<file path="src/rtl/decode_scoreboard_if.sv">
// Signal bundle between fetch/writeback and the decode scoreboard.
// The master side drives every I_* signal and the slave side (the decode stage) drives every O_* signal.
interface decode_scoreboard_if #(
  parameter int REG_WIDTH = 16,
  parameter int NUM_RF    = 16,
  parameter int NUM_WB    = 2,
  parameter int PC_WIDTH  = 16,
  parameter int IR_WIDTH  = 32
);
  localparam int RIDX = $clog2(NUM_RF);

  logic                        I_LOCK;
  logic                        I_FE_Valid;
  logic [PC_WIDTH-1:0]         I_PC;
  logic [IR_WIDTH-1:0]         I_IR;
  logic [RIDX-1:0]             I_Src1Idx;
  logic [RIDX-1:0]             I_Src2Idx;
  logic [RIDX-1:0]             I_DestIdx;
  logic                        I_Src1Use;
  logic                        I_Src2Use;
  logic                        I_DestWrite;
  logic                        I_CCRead;
  logic                        I_CCWrite;
  logic                        I_IsBranch;
  logic [NUM_WB-1:0]           I_RegWEn;
  logic [NUM_WB*RIDX-1:0]      I_WriteBackRegIdx;
  logic [NUM_WB*REG_WIDTH-1:0] I_WriteBackData;
  logic                        I_CCWEn;
  logic [2:0]                  I_CCValue;
  logic                        I_WriteBackPCEn;
  logic                        I_GPUStallSignal;

  logic                        O_DE_Valid;
  logic [PC_WIDTH-1:0]         O_PC;
  logic [IR_WIDTH-1:0]         O_IR;
  logic [REG_WIDTH-1:0]        O_Src1Value;
  logic [REG_WIDTH-1:0]        O_Src2Value;
  logic [RIDX-1:0]             O_DestRegIdx;
  logic [2:0]                  O_CCValue;
  logic                        O_DepStallSignal;
  logic                        O_BranchStallSignal;

  modport master (
    output I_LOCK, I_FE_Valid, I_PC, I_IR, I_Src1Idx, I_Src2Idx, I_DestIdx,
           I_Src1Use, I_Src2Use, I_DestWrite, I_CCRead, I_CCWrite, I_IsBranch,
           I_RegWEn, I_WriteBackRegIdx, I_WriteBackData, I_CCWEn, I_CCValue,
           I_WriteBackPCEn, I_GPUStallSignal,
    input  O_DE_Valid, O_PC, O_IR, O_Src1Value, O_Src2Value, O_DestRegIdx,
           O_CCValue, O_DepStallSignal, O_BranchStallSignal
  );

  modport slave (
    input  I_LOCK, I_FE_Valid, I_PC, I_IR, I_Src1Idx, I_Src2Idx, I_DestIdx,
           I_Src1Use, I_Src2Use, I_DestWrite, I_CCRead, I_CCWrite, I_IsBranch,
           I_RegWEn, I_WriteBackRegIdx, I_WriteBackData, I_CCWEn, I_CCValue,
           I_WriteBackPCEn, I_GPUStallSignal,
    output O_DE_Valid, O_PC, O_IR, O_Src1Value, O_Src2Value, O_DestRegIdx,
           O_CCValue, O_DepStallSignal, O_BranchStallSignal
  );
endinterface

</file>
<file path="src/rtl/decode_scoreboard.sv">
// Decode/register-read stage: counter-based pending-write scoreboard, multi-port
// writeback with same-cycle forwarding, and a branch-resolution hold FSM.
module decode_scoreboard #(
  parameter int REG_WIDTH  = 16,
  parameter int NUM_RF     = 16,
  parameter int NUM_WB     = 2,
  parameter int PEND_WIDTH = 2,
  parameter int PC_WIDTH   = 16,
  parameter int IR_WIDTH   = 32
) (
  input  logic               I_CLOCK,
  input  logic               I_RESET_N,
  decode_scoreboard_if.slave bus
);
  localparam int RIDX = $clog2(NUM_RF);
  localparam int HW   = $clog2(NUM_WB + 1);
  localparam logic [PEND_WIDTH-1:0] PEND_MAX = '1;

  typedef enum logic [0:0] {IDLE, BR_WAIT} state_t;

  state_t                state_q;
  logic [REG_WIDTH-1:0]  rf_q      [NUM_RF];
  logic [PEND_WIDTH-1:0] pendCnt_q [NUM_RF];
  logic [PEND_WIDTH-1:0] pendCnt_d [NUM_RF];
  logic [PEND_WIDTH-1:0] effCnt    [NUM_RF];
  logic [HW-1:0]         hitCnt    [NUM_RF];
  logic [PEND_WIDTH-1:0] ccCnt_q, ccCnt_d, ccEff;
  logic [2:0]            cc_q, ccFwd;
  logic [REG_WIDTH-1:0]  src1Fwd, src2Fwd;
  logic                  src1Pend, src2Pend, ccPend, wawStall, dep, accept;

  logic                  deValid_q;
  logic [PC_WIDTH-1:0]   pc_q;
  logic [IR_WIDTH-1:0]   ir_q;
  logic [REG_WIDTH-1:0]  src1_q, src2_q;
  logic [RIDX-1:0]       destIdx_q;
  logic [2:0]            ccOut_q;

  // A decrement that would take a counter below zero is dropped, so eff saturates at 0.
  always_comb begin
    for (int r = 0; r < NUM_RF; r++) begin
      hitCnt[r] = '0;
      for (int p = 0; p < NUM_WB; p++) begin
        if (bus.I_RegWEn[p] && (bus.I_WriteBackRegIdx[p*RIDX +: RIDX] == RIDX'(r)))
          hitCnt[r] = hitCnt[r] + HW'(1);
      end
      if (int'(hitCnt[r]) >= int'(pendCnt_q[r]))
        effCnt[r] = '0;
      else
        effCnt[r] = pendCnt_q[r] - PEND_WIDTH'(hitCnt[r]);
    end
  end

  // Ascending port order lets the highest-index writer win the forwarded value.
  always_comb begin
    src1Fwd = rf_q[bus.I_Src1Idx];
    src2Fwd = rf_q[bus.I_Src2Idx];
    for (int p = 0; p < NUM_WB; p++) begin
      if (bus.I_RegWEn[p] && (bus.I_WriteBackRegIdx[p*RIDX +: RIDX] == bus.I_Src1Idx))
        src1Fwd = bus.I_WriteBackData[p*REG_WIDTH +: REG_WIDTH];
      if (bus.I_RegWEn[p] && (bus.I_WriteBackRegIdx[p*RIDX +: RIDX] == bus.I_Src2Idx))
        src2Fwd = bus.I_WriteBackData[p*REG_WIDTH +: REG_WIDTH];
    end
  end

  assign ccEff    = (bus.I_CCWEn && (ccCnt_q != '0)) ? ccCnt_q - PEND_WIDTH'(1) : ccCnt_q;
  assign ccFwd    = bus.I_CCWEn ? bus.I_CCValue : cc_q;
  assign src1Pend = bus.I_Src1Use && (effCnt[bus.I_Src1Idx] != '0);
  assign src2Pend = bus.I_Src2Use && (effCnt[bus.I_Src2Idx] != '0);
  assign ccPend   = bus.I_CCRead && (ccEff != '0);
  assign wawStall = (bus.I_DestWrite && (effCnt[bus.I_DestIdx] == PEND_MAX)) ||
                    (bus.I_CCWrite && (ccEff == PEND_MAX));
  assign dep      = bus.I_FE_Valid && (src1Pend || src2Pend || ccPend || wawStall);
  assign accept   = bus.I_FE_Valid && bus.I_LOCK && !bus.I_GPUStallSignal && !dep &&
                    (state_q == IDLE);

  always_comb begin
    for (int r = 0; r < NUM_RF; r++) begin
      pendCnt_d[r] = effCnt[r];
      if (accept && bus.I_DestWrite && (bus.I_DestIdx == RIDX'(r)))
        pendCnt_d[r] = effCnt[r] + PEND_WIDTH'(1);
    end
    ccCnt_d = ccEff;
    if (accept && bus.I_CCWrite)
      ccCnt_d = ccEff + PEND_WIDTH'(1);
  end

  always_ff @(posedge I_CLOCK or negedge I_RESET_N) begin
    if (!I_RESET_N) begin
      for (int r = 0; r < NUM_RF; r++) begin
        rf_q[r]      <= '0;
        pendCnt_q[r] <= '0;
      end
      ccCnt_q <= '0;
      cc_q    <= '0;
    end else begin
      for (int p = 0; p < NUM_WB; p++) begin
        if (bus.I_RegWEn[p])
          rf_q[bus.I_WriteBackRegIdx[p*RIDX +: RIDX]] <= bus.I_WriteBackData[p*REG_WIDTH +: REG_WIDTH];
      end
      for (int r = 0; r < NUM_RF; r++)
        pendCnt_q[r] <= pendCnt_d[r];
      ccCnt_q <= ccCnt_d;
      if (bus.I_CCWEn)
        cc_q <= bus.I_CCValue;
    end
  end

  // A GPU stall freezes the whole issue register, valid included.
  always_ff @(posedge I_CLOCK or negedge I_RESET_N) begin
    if (!I_RESET_N) begin
      state_q   <= IDLE;
      deValid_q <= 1'b0;
      pc_q      <= '0;
      ir_q      <= '0;
      src1_q    <= '0;
      src2_q    <= '0;
      destIdx_q <= '0;
      ccOut_q   <= '0;
    end else begin
      case (state_q)
        IDLE:    if (accept && bus.I_IsBranch) state_q <= BR_WAIT;
        BR_WAIT: if (bus.I_WriteBackPCEn) state_q <= IDLE;
        default: state_q <= IDLE;
      endcase
      if (accept) begin
        deValid_q <= 1'b1;
        pc_q      <= bus.I_PC;
        ir_q      <= bus.I_IR;
        src1_q    <= src1Fwd;
        src2_q    <= src2Fwd;
        destIdx_q <= bus.I_DestIdx;
        ccOut_q   <= ccFwd;
      end else if (!bus.I_GPUStallSignal) begin
        deValid_q <= 1'b0;
      end
    end
  end

  assign bus.O_DE_Valid          = deValid_q;
  assign bus.O_PC                = pc_q;
  assign bus.O_IR                = ir_q;
  assign bus.O_Src1Value         = src1_q;
  assign bus.O_Src2Value         = src2_q;
  assign bus.O_DestRegIdx        = destIdx_q;
  assign bus.O_CCValue           = ccOut_q;
  assign bus.O_DepStallSignal    = dep;
  assign bus.O_BranchStallSignal = bus.I_FE_Valid && ((state_q == BR_WAIT) || bus.I_IsBranch);
endmodule

</file>
<file path="src/flat_wrapper.sv">
// flat-port wrapper written by rule: the top's interface ports become plain ports
module decode_scoreboard_flat 
#(
  parameter int REG_WIDTH  = 16,
  parameter int NUM_RF     = 16,
  parameter int NUM_WB     = 2,
  parameter int PEND_WIDTH = 2,
  parameter int PC_WIDTH   = 16,
  parameter int IR_WIDTH   = 32
)
  (I_CLOCK, I_RESET_N, bus_I_LOCK, bus_I_FE_Valid, bus_I_PC, bus_I_IR, bus_I_Src1Idx, bus_I_Src2Idx, bus_I_DestIdx, bus_I_Src1Use, bus_I_Src2Use, bus_I_DestWrite, bus_I_CCRead, bus_I_CCWrite, bus_I_IsBranch, bus_I_RegWEn, bus_I_WriteBackRegIdx, bus_I_WriteBackData, bus_I_CCWEn, bus_I_CCValue, bus_I_WriteBackPCEn, bus_I_GPUStallSignal, bus_O_DE_Valid, bus_O_PC, bus_O_IR, bus_O_Src1Value, bus_O_Src2Value, bus_O_DestRegIdx, bus_O_CCValue, bus_O_DepStallSignal, bus_O_BranchStallSignal);
  decode_scoreboard_if #(.REG_WIDTH(REG_WIDTH), .NUM_RF(NUM_RF), .NUM_WB(NUM_WB), .PC_WIDTH(PC_WIDTH), .IR_WIDTH(IR_WIDTH)) bus_i ();
  input  logic I_CLOCK;
  input  logic I_RESET_N;
  input wire logic [$bits(bus_i.I_LOCK)-1:0] bus_I_LOCK;
  input wire logic [$bits(bus_i.I_FE_Valid)-1:0] bus_I_FE_Valid;
  input wire logic [$bits(bus_i.I_PC)-1:0] bus_I_PC;
  input wire logic [$bits(bus_i.I_IR)-1:0] bus_I_IR;
  input wire logic [$bits(bus_i.I_Src1Idx)-1:0] bus_I_Src1Idx;
  input wire logic [$bits(bus_i.I_Src2Idx)-1:0] bus_I_Src2Idx;
  input wire logic [$bits(bus_i.I_DestIdx)-1:0] bus_I_DestIdx;
  input wire logic [$bits(bus_i.I_Src1Use)-1:0] bus_I_Src1Use;
  input wire logic [$bits(bus_i.I_Src2Use)-1:0] bus_I_Src2Use;
  input wire logic [$bits(bus_i.I_DestWrite)-1:0] bus_I_DestWrite;
  input wire logic [$bits(bus_i.I_CCRead)-1:0] bus_I_CCRead;
  input wire logic [$bits(bus_i.I_CCWrite)-1:0] bus_I_CCWrite;
  input wire logic [$bits(bus_i.I_IsBranch)-1:0] bus_I_IsBranch;
  input wire logic [$bits(bus_i.I_RegWEn)-1:0] bus_I_RegWEn;
  input wire logic [$bits(bus_i.I_WriteBackRegIdx)-1:0] bus_I_WriteBackRegIdx;
  input wire logic [$bits(bus_i.I_WriteBackData)-1:0] bus_I_WriteBackData;
  input wire logic [$bits(bus_i.I_CCWEn)-1:0] bus_I_CCWEn;
  input wire logic [$bits(bus_i.I_CCValue)-1:0] bus_I_CCValue;
  input wire logic [$bits(bus_i.I_WriteBackPCEn)-1:0] bus_I_WriteBackPCEn;
  input wire logic [$bits(bus_i.I_GPUStallSignal)-1:0] bus_I_GPUStallSignal;
  output wire logic [$bits(bus_i.O_DE_Valid)-1:0] bus_O_DE_Valid;
  output wire logic [$bits(bus_i.O_PC)-1:0] bus_O_PC;
  output wire logic [$bits(bus_i.O_IR)-1:0] bus_O_IR;
  output wire logic [$bits(bus_i.O_Src1Value)-1:0] bus_O_Src1Value;
  output wire logic [$bits(bus_i.O_Src2Value)-1:0] bus_O_Src2Value;
  output wire logic [$bits(bus_i.O_DestRegIdx)-1:0] bus_O_DestRegIdx;
  output wire logic [$bits(bus_i.O_CCValue)-1:0] bus_O_CCValue;
  output wire logic [$bits(bus_i.O_DepStallSignal)-1:0] bus_O_DepStallSignal;
  output wire logic [$bits(bus_i.O_BranchStallSignal)-1:0] bus_O_BranchStallSignal;
  assign bus_i.I_LOCK = bus_I_LOCK;
  assign bus_i.I_FE_Valid = bus_I_FE_Valid;
  assign bus_i.I_PC = bus_I_PC;
  assign bus_i.I_IR = bus_I_IR;
  assign bus_i.I_Src1Idx = bus_I_Src1Idx;
  assign bus_i.I_Src2Idx = bus_I_Src2Idx;
  assign bus_i.I_DestIdx = bus_I_DestIdx;
  assign bus_i.I_Src1Use = bus_I_Src1Use;
  assign bus_i.I_Src2Use = bus_I_Src2Use;
  assign bus_i.I_DestWrite = bus_I_DestWrite;
  assign bus_i.I_CCRead = bus_I_CCRead;
  assign bus_i.I_CCWrite = bus_I_CCWrite;
  assign bus_i.I_IsBranch = bus_I_IsBranch;
  assign bus_i.I_RegWEn = bus_I_RegWEn;
  assign bus_i.I_WriteBackRegIdx = bus_I_WriteBackRegIdx;
  assign bus_i.I_WriteBackData = bus_I_WriteBackData;
  assign bus_i.I_CCWEn = bus_I_CCWEn;
  assign bus_i.I_CCValue = bus_I_CCValue;
  assign bus_i.I_WriteBackPCEn = bus_I_WriteBackPCEn;
  assign bus_i.I_GPUStallSignal = bus_I_GPUStallSignal;
  assign bus_O_DE_Valid = bus_i.O_DE_Valid;
  assign bus_O_PC = bus_i.O_PC;
  assign bus_O_IR = bus_i.O_IR;
  assign bus_O_Src1Value = bus_i.O_Src1Value;
  assign bus_O_Src2Value = bus_i.O_Src2Value;
  assign bus_O_DestRegIdx = bus_i.O_DestRegIdx;
  assign bus_O_CCValue = bus_i.O_CCValue;
  assign bus_O_DepStallSignal = bus_i.O_DepStallSignal;
  assign bus_O_BranchStallSignal = bus_i.O_BranchStallSignal;
  decode_scoreboard #(.REG_WIDTH(REG_WIDTH), .NUM_RF(NUM_RF), .NUM_WB(NUM_WB), .PEND_WIDTH(PEND_WIDTH), .PC_WIDTH(PC_WIDTH), .IR_WIDTH(IR_WIDTH)) u_core (.I_CLOCK(I_CLOCK), .I_RESET_N(I_RESET_N), .bus(bus_i));
endmodule
</file>
<file path="config.mk">
export PLATFORM = sky130hd
export DESIGN_NAME = decode_scoreboard_flat
export DESIGN_NICKNAME = d
export VERILOG_FILES = /design/src/rtl/decode_scoreboard_if.sv /design/src/rtl/decode_scoreboard.sv /design/src/flat_wrapper.sv
export SDC_FILE = /design/constraint.sdc
export NUM_CORES = 1
export LEC_CHECK = 0
export CAP_MARGIN = 10
export CORE_MARGIN = 1
export CORE_UTILIZATION = 34
export DETAILED_ROUTE_END_ITERATION = 8
export MAX_ROUTING_LAYER = met4
export PLACE_DENSITY_LB_ADDON = 0.08
export SYNTH_ARGS = -nofsm -noshare
export SYNTH_HDL_FRONTEND = slang
export SYNTH_SLANG_ARGS = --single-unit
</file>
<file path="constraint.sdc">
create_clock -name I_CLOCK -period 18.35 [get_ports I_CLOCK]
set_clock_uncertainty 0.15 [all_clocks]
set_input_delay 2.7525 -clock I_CLOCK [delete_from_list [all_inputs] [get_ports I_CLOCK]]
set_output_delay 2.7525 -clock I_CLOCK [all_outputs]
set_load 0.05 [all_outputs]
</file>
-- Yosys cells after proc, flatten, opt, wreduce, memory -nomap -nowiden
Index checks and enable logic that the tools add are counted.
- add/subtract/negate cells: 50
- multipliers: 0
- divide/modulo/power cells: 0
- $lt $le $gt $ge: 23
- equal/unequal tests: 52
- shift-type cells: 0
- muxes and demuxes: 99
- bitwise operators: 6
- reduce and logical (&&, ||, !) cells: 83
- operators with widths (operator ; number):
    bitwise mux 256 bit ; 2
    2-to-1 mux 256 bit ; 2
    2-to-1 mux 16 bit ; 10
    binary-select mux 16 bit (select 4 bit) ; 2
    demux 16 bit (select 4 bit) ; 2
    2-to-1 mux 2 bit ; 56
    == test 4 bit, second input constant ; 24
    logical AND 1 bit ; 69
    == test 4 x 3 -> 1 bit, second input constant ; 12
    adder 2 x 1 -> 2 bit, second input constant ; 17
    adder 1 x 1 -> 2 bit, second input constant ; 16
    >= comparator 2 bit ; 16
    subtractor 2 bit ; 16
    >= comparator 5 bit, second input constant ; 5
    inverter 4 -> 5 bit ; 5
    binary-select mux 2 bit (select 4 bit) ; 3
    == test 4 x 2 -> 1 bit, second input constant ; 6
    2-to-1 mux 1 bit ; 20
    == test 4 bit ; 4
    == test 4 x 1 -> 1 bit, second input constant ; 3
    zero test 4 bit ; 3
    < comparator 5 x 1 -> 1 bit, second input constant ; 2
    nonzero test 2 bit ; 4
    logical OR 1 bit ; 5
    7 further kinds ; 9
- flip-flop bits (word level): 382
- latch bits: 0
- RAM bits: 0
- memory bits (read-only): 0
- input port bits: 118
- output and inout port bits: 90
- memories: 0

-- Longest topological paths before layout
- word-level depth: 22
- mapped depth: 21
- depth with buffers taken out: 15

-- Worst setup path after synthesis
No wires, ideal clock.
- path kind: input to output
- from: input bus_I_RegWEn[0]
- to: output bus_O_DepStallSignal
- arrival time: 7.396 ns
- required time: 15.447 ns
- setup slack: 8.052 ns
- stages on the path: 20
- buffers on the path: 6
- cell sequence: clkbuf_1 -> or3b_2 -> clkbuf_1 -> or3_1 -> clkbuf_1 -> clkbuf_1 -> inv_1 -> ha_1 -> ha_1 -> inv_1 -> fa_1 -> nand2b_1 -> a211oi_1 -> a2111oi_0 -> a2111oi_0 -> a311o_1 -> buf_2 -> or3_1 -> clkbuf_1 -> and2_1
- word-level cells in the longest chain between the ends: 15
- elaborated cells between the ends (all ways): 132
- those cells by class: add/sub (32); order compare (16); eq/ne (1); mux (57); reduce/logical (26)
- ends and longest elaborated chain (item ; RTL line ; RTL):
    start: declaration ; flat_wrapper.sv:28 ; input wire logic [$bits(bus_i.I_RegWEn)-1:0] bus_I_RegWEn;
    logical AND 1 bit ; decode_scoreboard.sv:44 ; if (bus.I_RegWEn[p] && (bus.I_WriteBackRegIdx[p*RIDX +: RIDX] == RIDX'(r)))
    2-to-1 mux 1 bit ; decode_scoreboard.sv:44 ;
    adder 1 x 1 -> 2 bit ; decode_scoreboard.sv:45 ; hitCnt[r] = hitCnt[r] + HW'(1);
    2-to-1 mux 2 bit ; decode_scoreboard.sv:44 ;
    subtractor 2 bit or >= comparator 2 bit (tied branches) ; decode_scoreboard.sv:50, decode_scoreboard.sv:47 ;
    2-to-1 mux 2 bit ; decode_scoreboard.sv:47 ; if (int'(hitCnt[r]) >= int'(pendCnt_q[r]))
    binary-select mux 2 bit (select 4 bit), on equally long branches ; decode_scoreboard.sv:68, decode_scoreboard.sv:69 ;
    2-to-1 mux 2 bit, on equally long branches (2 in a row) ; decode_scoreboard.sv:68, decode_scoreboard.sv:69 ;
    nonzero test 2 bit, on equally long branches ; decode_scoreboard.sv:68, decode_scoreboard.sv:69 ;
    logical AND 1 bit, on equally long branches ; decode_scoreboard.sv:68, decode_scoreboard.sv:69 ;
    logical OR 1 bit (2 in a row) ; decode_scoreboard.sv:73 ; assign dep = bus.I_FE_Valid && (src1Pend || src2Pend || ccPend || wawStall);
    logical OR 1 bit * ; decode_scoreboard.sv:73 ;
    logical AND 1 bit * ; decode_scoreboard.sv:73 ;
    end: declaration ; flat_wrapper.sv:42 ; output wire logic [$bits(bus_i.O_DepStallSignal)-1:0] bus_O_DepStallSignal;
Every way passes the cells marked *; elsewhere a longest branch is shown, timed or not. The select of a mux whose other input is x is not followed.

-- Worst setup path after layout
- from: input bus_I_WriteBackRegIdx[7]
- to: output bus_O_DepStallSignal
- word-level cells in the longest chain between the ends: 14
- elaborated cells between the ends (all ways): 116
- those cells by class: add/sub (16); order compare (16); eq/ne (16); mux (41); reduce/logical (27)
- ends and longest elaborated chain (item ; RTL line ; RTL):
    start: declaration ; flat_wrapper.sv:29 ; input wire logic [$bits(bus_i.I_WriteBackRegIdx)-1:0] bus_I_WriteBackRegIdx;
    == test 4 bit (tied with other cells) ; decode_scoreboard.sv:44 ;
    logical AND 1 bit ; decode_scoreboard.sv:44 ;
    2-to-1 mux 2 bit ; decode_scoreboard.sv:44 ;
    subtractor 2 bit or >= comparator 2 bit (tied branches) ; decode_scoreboard.sv:50, decode_scoreboard.sv:47 ;
    2-to-1 mux 2 bit ; decode_scoreboard.sv:47 ;
    binary-select mux 2 bit (select 4 bit), on equally long branches ; decode_scoreboard.sv:68, decode_scoreboard.sv:69 ;
    2-to-1 mux 2 bit, on equally long branches (2 in a row) ; decode_scoreboard.sv:68, decode_scoreboard.sv:69 ;
    nonzero test 2 bit, on equally long branches ; decode_scoreboard.sv:68, decode_scoreboard.sv:69 ;
    logical AND 1 bit, on equally long branches ; decode_scoreboard.sv:68, decode_scoreboard.sv:69 ;
    logical OR 1 bit (2 in a row) ; decode_scoreboard.sv:73 ;
    logical OR 1 bit * ; decode_scoreboard.sv:73 ;
    logical AND 1 bit * ; decode_scoreboard.sv:73 ;
Marked as above.

==> flow_summary.toml <==
[status]
outcome = "complete, no violations"

[floorplan]
io_pins = 208
initial_core_util_pct = 34.5
core_mm2 = 0.0688
fp-row-count = 96
die_width_um = 266
die_y_um = 266
die_area_mm2 = 0.0708

[worst_setup_path]
crit_type = "in -> out"
cp-start-kind = "input pin"
rr_startpoint = "u_core.pendCnt_q[30]"
end_kind = "primary output"
worst-endpoint-arrival_ps = 9060
startpoint = "bus_I_WriteBackRegIdx[7]"
crit_required_ps = 15450
critPathMaxFanout = 19

[logic_synthesis]
synth.area.mux_share_pct = 30.5
syn_area_per_cell_um2 = 10.7
synth_ff_type = "dfrtp_1"
syn_area_mm2 = 0.0237
synth_top_family_by_area = "multiplexers"
synthCells = 2220
synthAdderAreaFrac_pct = 4.04
yosys-top-cells-area = "dfrtp_1 (40%), mux4_2 (15%), mux2i_1 (11%), mux2_2 (3.9%), a21oi_1 (3.5%)"
synth_cell_type_count = 61
yosysWarningCount = 0
synth_xor_area_share_pct = 1.26
yosys.area.top_type = "dfrtp_1"
synth_compound_area_share_pct = 8.60
ys_async_sr_fraction_pct = 100
synth_top_cell_area_share_pct = 40.3
syn_nets = 2405
ys_ff_latch = 382
yosysSeqAreaShare_pct = 40.3
synthSimpleGateAreaFrac_pct = 10.2
synth_edf_count = 0

[sta]
fin_crit_sh_pct = 65.2
finalSetupViolCount = 0
slew_violations = 0
max_clock_freq_mhz = 83.6
tightestPinTransition_ps = 1180
rsz0062_at_grt = "no"
final_hold_viol_count = 0
setup_tns_ps = 0
fin_crit_ps = 11970
slew_headroom_pct = 21.3

[clock_tree]
cts-root-buf = "clkbuf_16"
numCtsBuffers = 47
postCtsResizedCells = 0
cts_setup_buffers = 0
ctsHoldBuffers = 0
clock_latency_ps = 600
cts_max_level = 2
tritoncts = "yes"
clockBufferDepth = 3
clkTransAtPathRegs_ps = 50
clock_sinks = 382

[final_layout]
synthToLayoutAreaGrowth_pct = 18.7
drive_gt1_share_pct = 17.2
fin_area_mm2 = 0.0282
final_core_util_pct = 40.9
nNetsFinal = 2493

[drt]
firstDrtPassIters = 5
drc = 0
via_per_inst = 5.46
wl_per_cell_um = 26.4
ant_nets = 0
drt_iter0_markers = 1738
routed_wl_um = 86700
dr_total_vias = 17925

[global_route]
grt_pass1_wl_um = 126000
grt.total_usage_pct = 25.2
antenna_found_initial = 6
first_global_vias = 17753
grt_max_degree = 103
grt_overflow_total = 0

[placement]
port_buffers = 207
post_dp_cell_area_mm2 = 0.0266
dp_hpwl_um = 53600
place_congestion = 0.833

[pwr]
p_sw_share_pct = 37.2
pwr-share-clk_pct = 26.3
irDropWorstVdd_mv = 0.0627
power_frac_comb_pct = 38.6
p_sw_uw = 1350
seqPwrFrac_pct = 35.1
p_leak_uw = 0.0117
powerDensity_mw_per_mm2 = 129
p_int_uw = 2280

[min_path]
hp-start = "u_core.bus.O_DE_Valid"
min-delay-path-class = "reg -> reg"

[run]
maxCapViolations = 0
==> state kept, by name (all words and copies together), names as in the netlist <==
| signal | flops |
|---|---|
| u_core.rf_q | 256 |
| u_core.bus.O_IR | 32 |
| u_core.pendCnt_q | 32 |
| u_core.bus.O_PC | 16 |
| u_core.bus.O_Src1Value | 16 |
| u_core.bus.O_Src2Value | 16 |
| u_core.bus.O_DestRegIdx | 4 |
| u_core.bus.O_CCValue | 3 |
| u_core.cc_q | 3 |
| u_core.ccCnt_q | 2 |
| u_core.bus.O_DE_Valid | 1 |
| u_core.state_q | 1 |
==> power groups by stage <==
stage          combinational (uW)  clock, uW  sequential (uW)
2_1_floorplan                 642          0             1570
3_3_place_gp                 1390          0             1270
3_5_place_dp                 1410          0             1290
4_1_cts                      1410        980             1270
5_1_grt                      1490       1010             1310
6_report                     1400        954             1280
==> cell usage after synthesis, types with 2 or more instances <==
library cell  count
nor2b_1          24
buf_2            29
fa_1             16
o21ai_0         108
o2111ai_1         3
o31ai_1          11
dfrtp_1         382
and3_1            7
nand3_1          26
a21o_1            3
nor3b_1           2
a22o_1            2
mux2_1            8
or2_2             3
nand3b_1          5
xnor2_1          19
o21a_1            2
xor2_1           15
mux2i_1         256
a311o_1           2
o211ai_1          6
clkbuf_1        156
or3b_2            2
ha_1             51
inv_1            87
nand2_1         212
a21boi_1          2
a211oi_1          2
and2_1            2
a2111oi_0         3
buf_1            37
a31oi_1          32
mux4_2          162
a31o_2            2
nor4_1           19
a311oi_1          2
nor2_1          205
nor3_1           11
or3_1             5
o221ai_1          2
a21oi_1         168
nand4_1           4
mux2_2           83
nand2b_1         23
a32o_1            3
==> kinds of logic (layout without fill, tap and decap cells) <==
kind of cell | after synthesis | count (layout)
xor gates and xnor gates | 34 | 34
other | 0 | 4
AOI/OAI and AO/OA | 363 | 363
DFF | 382 | 382
and+or+nand+nor | 554 | 554
buffers and inverters | 311 | 437
muxes | 509 | 509
adders and majority gates | 67 | 67
==> metrics by stage <==
| stage | power [uW] | hold slack, ps | worst slack [ps] | instances |
|---|---|---|---|---|
| 3_3_place_gp | 2660 | 315 | 6540 | 3190 |
| 3_5_place_dp | 2690 | 325 | 6470 | 3190 |
| 6_report | 3630 | 333 | 6380 | 3281 |
| 4_1_cts | 3660 | 339 | 6470 | 3277 |
| 2_1_floorplan | 2210 | 318 | 8050 | 2220 |
| 5_1_grt | 3810 | 354 | 6030 | 3281 |
==> cell type report <==
type | instances | area [um2]
inverter | 87 | 327
timing repair buffer | 263 | 2480
tap | 931 | 1160
sequential | 382 | 9560
clock buffer | 81 | 1470
clock inverter | 6 | 95.1
antenna | 4 | 10.0
fill | 6577 | 40700
multi-input combinational | 1527 | 13100
==> critical path: stages <==
cell             delay, ps
clkdlybuf4s50_1        700
nor2b_1                310
nand2_1                580
buf_4                  380
inv_1                   80
ha_1                   280
ha_1                   130
inv_1                   40
fa_1                   530
nor2b_1                140
o21ai_0                170
mux4_2                 510
nor3_1                 160
a41o_1                 620
or3_1                  630
and2_1                 210
clkdlybuf4s50_1        800
==> cell usage in the layout, fill, tap and decap left out, drive strengths merged, types with 23 or more instances in the layout <==
master and instances:
nor2b 24, mux2i 256, clkdlybuf4s50 200, clkbuf 81, a21oi 168, buf 63, o21ai 108, inv 88
nand2 212, dfrtp 382, a31oi 32, nand2b 23, mux2 91, ha 51, mux4 162, nand3 26
nor2 205
==> routing by layer <==
metal	global-route usage, %	share of wire [%]	up-vias
met5	-	0	-
met2	36.6	44	688
met1	37.1	48	9069
met3	4.17	6.8	76
met4	4.55	1.5	0
li1	-	-	8092
==> path summary, 6_finish.rpt <==
path / endpoint / depth (start not counted) / slack (ps)
setup reg to reg: u_core.bus.O_Src2Value[1] / 14 / 13180
setup / recovery: bus_O_DepStallSignal / 17 / 6380
max in group asynchronous: u_core.rf_q[230] / 4 / 13250
hold / removal: u_core.bus.O_DE_Valid / 1 / 330
hold reg to reg: u_core.bus.O_DE_Valid / 1 / 330
min in group asynchronous: u_core.pendCnt_q[27] / 1 / 2020
Power figures use the tool's default switching activity.
